--- src/rtl/adpll_pkg.sv ---
// Shared definitions for the all-digital PLL blocks: mode encodings,
// modulus limits and the modulus-exponent clamp.
package adpll_pkg;

  localparam logic MODE_UPDOWN = 1'b0;
  localparam logic MODE_DUAL   = 1'b1;

  localparam int K_MIN = 3;

  // Clamp a requested modulus exponent into [K_MIN, width].
  function automatic int k_clamp(input int k_sel, input int width);
    int k;
    k = k_sel;
    if (k < K_MIN) k = K_MIN;
    if (k > width) k = width;
    return k;
  endfunction

endpackage

--- src/rtl/k_mod_decode.sv ---
// Decodes the effective modulus exponent into the terminal thresholds
// M-1, M/2-1 and -M/2 (two's complement), all WIDTH bits wide.
module k_mod_decode
  import adpll_pkg::*;
#(
  parameter int WIDTH = 8,
  parameter int KW    = $clog2(WIDTH) + 1
) (
  input  logic [KW-1:0]    k_eff,
  output logic [WIDTH-1:0] thr_full,
  output logic [WIDTH-1:0] thr_half_pos,
  output logic [WIDTH-1:0] thr_half_neg
);

  // M-1 is k ones, M/2-1 is k-1 ones, and -M/2 is the bitwise inverse of M/2-1.
  always_comb begin
    thr_full     = '0;
    thr_half_pos = '0;
    for (int i = 0; i < WIDTH; i++) begin
      thr_full[i]     = (i < int'(k_eff));
      thr_half_pos[i] = (i < int'(k_eff) - 1);
    end
    thr_half_neg = ~thr_half_pos;
  end

endmodule

--- src/rtl/k_counter_filter.sv ---
// K-counter loop filter: integrates the phase-detector sign and emits
// registered one-cycle carry/borrow pulses toward the DCO.
module k_counter_filter
  import adpll_pkg::*;
#(
  parameter int WIDTH = 8,
  parameter int KW    = $clog2(WIDTH) + 1
) (
  input  logic             clk,
  input  logic             reset,
  input  logic             en,
  input  logic             dn_up,
  input  logic [KW-1:0]    k_sel,
  input  logic             mode,
  output logic             carry,
  output logic             borrow,
  output logic [WIDTH-1:0] count,
  output logic [WIDTH-1:0] count_dn
);

  logic [WIDTH-1:0] count_q, count_d;
  logic [WIDTH-1:0] count_dn_q, count_dn_d;
  logic             carry_q, carry_d;
  logic             borrow_q, borrow_d;
  logic             mode_q, mode_d;

  logic [KW-1:0]    k_eff;
  logic [WIDTH-1:0] thr_full;
  logic [WIDTH-1:0] thr_half_pos;
  logic [WIDTH-1:0] thr_half_neg;

  always_comb begin
    k_eff = KW'(k_clamp(int'(k_sel), WIDTH));
  end

  k_mod_decode #(
    .WIDTH (WIDTH),
    .KW    (KW)
  ) u_decode (
    .k_eff        (k_eff),
    .thr_full     (thr_full),
    .thr_half_pos (thr_half_pos),
    .thr_half_neg (thr_half_neg)
  );

  // Terminal tests use >= / <= so a count stranded above a shrunken modulus
  // wraps on its next step in that direction instead of running on.
  always_comb begin
    count_d    = count_q;
    count_dn_d = count_dn_q;
    carry_d    = 1'b0;
    borrow_d   = 1'b0;
    mode_d     = mode;
    if (mode != mode_q) begin
      count_d    = '0;
      count_dn_d = '0;
    end else if (en) begin
      if (mode_q == MODE_DUAL) begin
        if (!dn_up) begin
          if (count_q >= thr_full) begin
            count_d = '0;
            carry_d = 1'b1;
          end else begin
            count_d = count_q + WIDTH'(1);
          end
        end else begin
          if (count_dn_q >= thr_full) begin
            count_dn_d = '0;
            borrow_d   = 1'b1;
          end else begin
            count_dn_d = count_dn_q + WIDTH'(1);
          end
        end
      end else begin
        if (!dn_up) begin
          if ($signed(count_q) >= $signed(thr_half_pos)) begin
            count_d = '0;
            carry_d = 1'b1;
          end else begin
            count_d = count_q + WIDTH'(1);
          end
        end else begin
          if ($signed(count_q) <= $signed(thr_half_neg)) begin
            count_d  = '0;
            borrow_d = 1'b1;
          end else begin
            count_d = count_q - WIDTH'(1);
          end
        end
      end
    end
  end

  always_ff @(posedge clk or posedge reset) begin
    if (reset) begin
      count_q    <= '0;
      count_dn_q <= '0;
      carry_q    <= 1'b0;
      borrow_q   <= 1'b0;
      mode_q     <= MODE_UPDOWN;
    end else begin
      count_q    <= count_d;
      count_dn_q <= count_dn_d;
      carry_q    <= carry_d;
      borrow_q   <= borrow_d;
      mode_q     <= mode_d;
    end
  end

  assign count    = count_q;
  assign count_dn = count_dn_q;
  assign carry    = carry_q;
  assign borrow   = borrow_q;

endmodule

--- config.mk ---
export PLATFORM = sky130hd
export DESIGN_NAME = k_counter_filter
export DESIGN_NICKNAME = d
export VERILOG_FILES = /design/src/rtl/adpll_pkg.sv /design/src/rtl/k_mod_decode.sv /design/src/rtl/k_counter_filter.sv
export SDC_FILE = /design/constraint.sdc
export NUM_CORES = 1
export LEC_CHECK = 0
export BUFFER_PORTS_ARGS = -buffer_cell sky130_fd_sc_hd__buf_4
export CAP_MARGIN = 20
export CORE_ASPECT_RATIO = 0.5
export CORE_MARGIN = 2
export CORE_UTILIZATION = 35
export DETAILED_ROUTE_END_ITERATION = 8
export SLEW_MARGIN = 40
export SYNTH_ARGS = -nofsm -noshare
export SYNTH_HDL_FRONTEND = slang
export SYNTH_HIERARCHICAL = 1
export SYNTH_SLANG_ARGS = --single-unit
--- constraint.sdc ---
create_clock -name clk -period 2.75 [get_ports clk]
set_input_delay 0.825 -clock clk [delete_from_list [all_inputs] [get_ports clk]]
set_output_delay 0.825 -clock clk [all_outputs]
set_load 0.01 [all_outputs]
Yosys cells after proc, flatten, opt, wreduce, memory -nomap -nowiden
Cells that the tools add are included.
- memories kept: 0
- bits in latches: 0
- logic and storage cells: 68
- bits in read-only memories: 0
- output and inout port bits: 18
- bits in registers: 19
- RAM bits: 0
- equality and inequality tests: 2
- multiply operators: 0
- $add $sub $neg: 4
- reduce and logical (&&, ||, !) cells: 5
- mux-type cells: 29
- order comparisons: 22
- bitwise logic cells: 1
- div/mod/pow operators: 0
- shift-type cells: 0
- operators by type and width (kind ; count):
    4-bit by 32-bit less-than comparator with 1-bit output (first input constant) ; 4
    8-bit two-way mux ; 13
    3-bit by 32-bit less-than comparator with 1-bit output (first input constant) ; 2
    32-bit by 5-bit greater-than comparator with 1-bit output (second input constant) ; 1
    1-bit by 32-bit less-than comparator with 1-bit output (first input constant) ; 1
    2-bit by 32-bit less-than comparator with 1-bit output (first input constant) ; 1
    8-bit greater-or-equal comparator ; 3
    8-bit by 1-bit adder with 8-bit output (second input constant) ; 2
    3-bit by 4-bit less-than comparator with 1-bit output (first input constant) ; 4
    1-bit two-way mux ; 14
    8-bit <= comparator ; 1
    1-bit by 4-bit less-than comparator with 1-bit output (first input constant) ; 2
    2-bit by 4-bit less-than comparator with 1-bit output (first input constant) ; 2
    4-bit two-way mux ; 2
    8-bit inverter ; 1
    8-bit by 1-bit subtractor with 8-bit output (second input constant) ; 1
    2-bit nonzero test ; 3
    4-bit by 1-bit subtractor with 5-bit output (second input constant) ; 1
    4-bit by 2-bit less-than comparator with 1-bit output (second input constant) ; 1
    3-bit by 2-bit inequality test with 1-bit output (second input constant) ; 1
    3-bit AND reduction ; 1
    2-bit AND reduction ; 1
    1-bit inequality test ; 1

Depth between registers and ports, before layout
- depth after elaboration: 13
- mapped depth: 18

Modules after synthesis
The synthesis kept the hierarchy.
- by module, submodules not included (module ; cells each ; seq. area each (um^2) ; area each (um^2) ; times used):
    k_counter_filter ; 256 ; 475.5 ; 2038.2 ; 1
    k_mod_decode ; 63 ; 0.0 ; 411.6 ; 1

Least setup slack after synthesis
Ideal clock, no wire load.
- kind: input -> register
- from: input k_sel[0]
- to: register count_q[7] (netlist: count[7])
- arrival time: 3.668 ns
- path slack: -1.040 ns
- cell stages on the path: 18
- cell sequence: inv_1 -> a21oi_1 -> buf_4 -> inv_1 -> ha_1 -> buf_6 -> nor3_1 -> nand2_1 -> and3_1 -> inv_1 -> ha_1 -> a21o_1 -> a2111oi_0 -> o32a_1 -> a211oi_2 -> buf_4 -> a31oi_1 -> o21ai_1
- longest elaborated chain between the ends: 13
- elaborated cells on any way between the ends: 33
- classes of those cells: add/sub: 1; order compare: 21; mux: 10; bitwise: 1
- RTL lines (what ; line ; RTL):
    from (decl) ; k_counter_filter.sv:13 ; input logic [KW-1:0] k_sel,
    4-bit by 2-bit less-than comparator with 1-bit output ; adpll_pkg.sv:14 ; if (k < K_MIN) k = K_MIN;
    4-bit two-way mux (*) ; adpll_pkg.sv:14 ;
    32-bit by 5-bit greater-than comparator with 1-bit output ; adpll_pkg.sv:15 ; if (k > width) k = width;
    4-bit two-way mux (*) ; adpll_pkg.sv:15 ;
    via k_eff[0] ; k_counter_filter.sv:27 ; logic [KW-1:0] k_eff;
    4-bit by 1-bit subtractor with 5-bit output (*) ; k_mod_decode.sv:21 ; thr_half_pos[i] = (i < int'(k_eff) - 1);
    4-bit by 32-bit less-than comparator with 1-bit output (*) ; k_mod_decode.sv:21 ;
    8-bit inverter (*) ; k_mod_decode.sv:23 ; thr_half_neg = ~thr_half_pos;
    via thr_half_neg[5] ; k_counter_filter.sv:30 ; logic [WIDTH-1:0] thr_half_neg;
    8-bit <= comparator (*) ; k_counter_filter.sv:83 ; if ($signed(count_q) <= $signed(thr_half_neg)) begin
    8-bit two-way mux (*) ; k_counter_filter.sv:83 ;
    8-bit two-way mux (*) ; k_counter_filter.sv:75 ; if (!dn_up) begin
    8-bit two-way mux (*) ; k_counter_filter.sv:58 ; if (mode_q == MODE_DUAL) begin
    8-bit two-way mux (*) ; k_counter_filter.sv:57 ; end else if (en) begin
    8-bit two-way mux (*) ; k_counter_filter.sv:54 ; if (mode != mode_q) begin
    to (signal assigned) ; k_counter_filter.sv:102 ; count_q <= count_d;
    to (decl) ; k_counter_filter.sv:21 ; logic [WIDTH-1:0] count_q, count_d;
The timed path passes the listed nets; every way through them passes the cells marked *. The select of a mux whose other input is x is not followed.
A chain may end at the register's enable or synchronous reset.

Worst setup path after layout
- from: input k_sel[0]
- to: register count_q[4] (netlist: count[4])
Same word-level chain as after synthesis.

==> flow_metrics.tcl <==
set metrics [dict create \
    status "finished with violations" \
    violations "negative setup slack" \
    clkPwrFrac_pct 23.8 \
    wl_mm 7.45 \
    cpPeakStageDelay_ps 450 \
    yosysWarnings 6 \
    fin_crit_ps 3410 \
    initial_utilization_pct 36.4 \
    first_iter_violations 169 \
    place.gp.congestion 0.907 \
    seq_power_share_pct 25.2 \
    power_uw 1370 \
    layout-drive-gt1-share_pct 33.8 \
    drv_cap 0 \
    clock_path_buffers 2 \
    cts_root_buf "clkbuf_16" \
    cp.buffers_inverters 7 \
    n_fill_cell 636 \
    power.switching_uw 548 \
    grt_max_degree 20 \
    finalSetupViolCount 18 \
    p_per_area_nw_per_um2 400 \
    final.setup_skew_ps 11.3 \
    num_antenna_cells 0 \
    hpwl_mm 5.51 \
    clock_latency_ps 260 \
    critical_path_class "in2reg" \
    syn_to_final_growth_pct 39.6 \
    fmaxAchievable_mhz 293 \
    num-nets-final 429 \
    grt_pass1_wl_mm 12.1 \
    critPathCaptureType "register" \
    syn-cell-area_um2 2450 \
    vias_per_cell 5.41 \
    synth_edf_count 0 \
    setup_ws_ps -662 \
    ant_nets 0 \
    cts_num_sinks 19 \
    synth_seq_cells 19 \
    ir_drop_v 0.000226 \
    vias 2548 \
    dieArea_um2 7730 \
    grt_pass1_vias 2502 \
    htreeDepth 1 \
    ys.flop_type "dfrtp_1" \
    crit_fanout 10 \
    relSlewSlack_pct 70.0 \
    cts_tree "yes" \
    cts.clk_slew.worst_paths_ps 70 \
    start_kind "input pin" \
    arrival_ps 3600 \
    overflow 0 \
    cpMostUsedCell "buf_4" \
    cts_buffers 3 \
    period_share_pct 124 \
    synth-async-reset-ratio_pct 100 \
    avgSynthCellArea_um2 7.68 \
    detail_route.wl_per_cell_um 15.8 \
    remaining_drc_errors 0 \
    yosysSeqAreaShare_pct 19.4 \
    worst_pin_slew_ps 449 \
    combPwrFrac_pct 51.1 \
    worstPathRequired_ps 2940 \
    fin_setup_tns_ps -9540 \
    grt_util_all_layers_pct 19.8 \
    chipHeight_um 63.2 \
    antenna_found_initial 0 \
    cpLargestDelayFamily "compound AO/OA/AOI/OAI gates" \
    die_x_um 122 \
    port_buffers 26 \
    rsz0062_at_grt "yes" \
    hp-class "in2async" \
    synthCells 319 \
    synthDistinctLibCells 57 \
    swShare_pct 40.1 \
    p_int_uw 819 \
    cpMaxStageDelayCell "o32a_1" \
    leakage_uw 0.00169 \
    path_cells "buf_6, inv_12, a21oi_4, buf_4, buf_4, or2_4, o21ai_2, buf_4, and3_1, inv_1, ha_4, nand4_1, o32a_1, a211oi_4, buf_6, a31oi_1, a21oi_1" \
    boundaryPins 27 \
    drv_slew 0 \
    placementRows 21 \
    dr.pass1.iters 6 \
    synth_nets 368 \
    hold_viol 0 \
    core-area_um2 6730 \
]
## power by group through the flow
stage	clock network [uW]	registers [uW]	logic [uW]
after floorplan	0	349	368
after global placement	0	343	567
after detailed placement	0	345	583
after CTS	327	343	656
after global routing	338	349	771
final	325	344	698
## per-layer routing
| layer | part of all wire, % | vias to the layer above | global-route usage [%] | routed length (um) |
|---|---|---|---|---|
| met3 | 5.5 | 11 | 3.53 | 412 |
| met2 | 46 | 74 | 32.2 | 3410 |
| met5 | 0 | - | 0 | 0 |
| met4 | 1.3 | 0 | 6.03 | 95 |
| li1 | - | 1274 | - | - |
| met1 | 47 | 1189 | 26.9 | 3530 |
## synth_stat cells (3+ instances only)
master	instances	share of area [%]
ha_1	40	20
a211oi_1	3	0.92
a31oi_1	7	1.8
o2111ai_1	3	1.1
a21oi_1	18	3.7
buf_4	4	1.2
o21ai_0	20	4.1
nand2_1	32	4.9
nor2_1	18	2.8
xor2_1	3	1.1
nand4_1	6	1.5
inv_1	39	6.0
nand4b_1	3	1.1
and3_1	4	1.0
a21o_1	9	2.8
nand3_1	20	4.1
nor3_1	3	0.61
dfrtp_1	19	19
nor2b_1	4	1.0
nand2b_1	7	1.8
clkbuf_1	5	0.77
## registers in the layout, summed over array words and instances, names as in the netlist
signal and count:
borrow 1, count 8, mode_q 1, carry 1, count_dn 8
## cells by family (layout without fill, tap and decap cells)
group,after synthesis,in the layout,synth area share [%]
AO/OA/AOI/OAI,92,92,26.3
XOR/XNOR,3,3,1.07
adder cells (fa/ha/maj),40,40,20.4
buffers and inverters,53,113,9.50
flip-flops,19,19,19.4
AND/OR/NAND/NOR,112,112,23.3
## worst reg2reg max path: stages (launching register included)
cell	delay (ps)
dfrtp_1	590
inv_1	250
ha_1	380
nand3b_1	220
or2_2	330
a211oi_4	310
a41oi_1	170
a31oi_1	160
## layout by cell type, fill, tap and decap left out, types with 4 or more instances in the layout
cell and n:
nor2_1 16, o21ai_1 7, nand3_1 16, buf_4 64
ha_1 33, dfrtp_1 19, buf_6 5, nand4_1 6
a21o_1 9, ha_4 7, o21ai_0 13, nand2b_1 7
nand2_1 30, a21oi_1 12, inv_1 32, and3_1 4
a21oi_2 4, a31oi_1 7
## final timing paths
| path | start | end | slack (ps) | cells past startpoint |
|---|---|---|---|---|
| max in group asynchronous | reset | count_dn[2] | 1860 | 2 |
| hold / removal | reset | mode_q | 570 | 2 |
| hold reg to reg | count_dn[4] | count_dn[4] | 580 | 1 |
| setup reg to reg | mode_q | count_dn[4] | 260 | 7 |
| setup / recovery | k_sel[0] | count[4] | -660 | 17 |
| min in group clk | count_dn[4] | count_dn[4] | 580 | 1 |
## layout make-up
class	count	area (um2)	share of cell area [%]
multi-input cells	247	2030	59.4
clock buffers	3	75.1	2.19
well taps	92	115	3.37
clock inverters	1	5.00	0.146
inverters	39	166	4.86
repair buffers	70	552	16.1
flip-flops and latches	19	475	13.9
## repair_timing
| action | 4_1_cts | 5_1_grt |
|---|---|---|
| hold endpoints to repair | 0 | 0 |
| buffers inserted | 9 | 1 |
| hold buffers | 0 | 0 |
| setup endpoints to repair | 18 | 18 |
| resized for setup | 28 | 18 |
| pin swaps | 27 | 14 |
## stage by stage
stage | util, % | cells | hold slack [ps] | setup WS [ps] | cell area [um2]
global placement | 45.2 | 458 | 551 | -976 | 3040
CTS | 49.5 | 470 | 575 | -661 | 3330
detailed placement | 45.2 | 458 | 561 | -991 | 3040
floorplan | - | 319 | 563 | -783 | 2570
global route | 50.9 | 471 | 615 | -820 | 3420
finish | 50.9 | 471 | 568 | -662 | 3420
(Power assumes the default switching activity.)
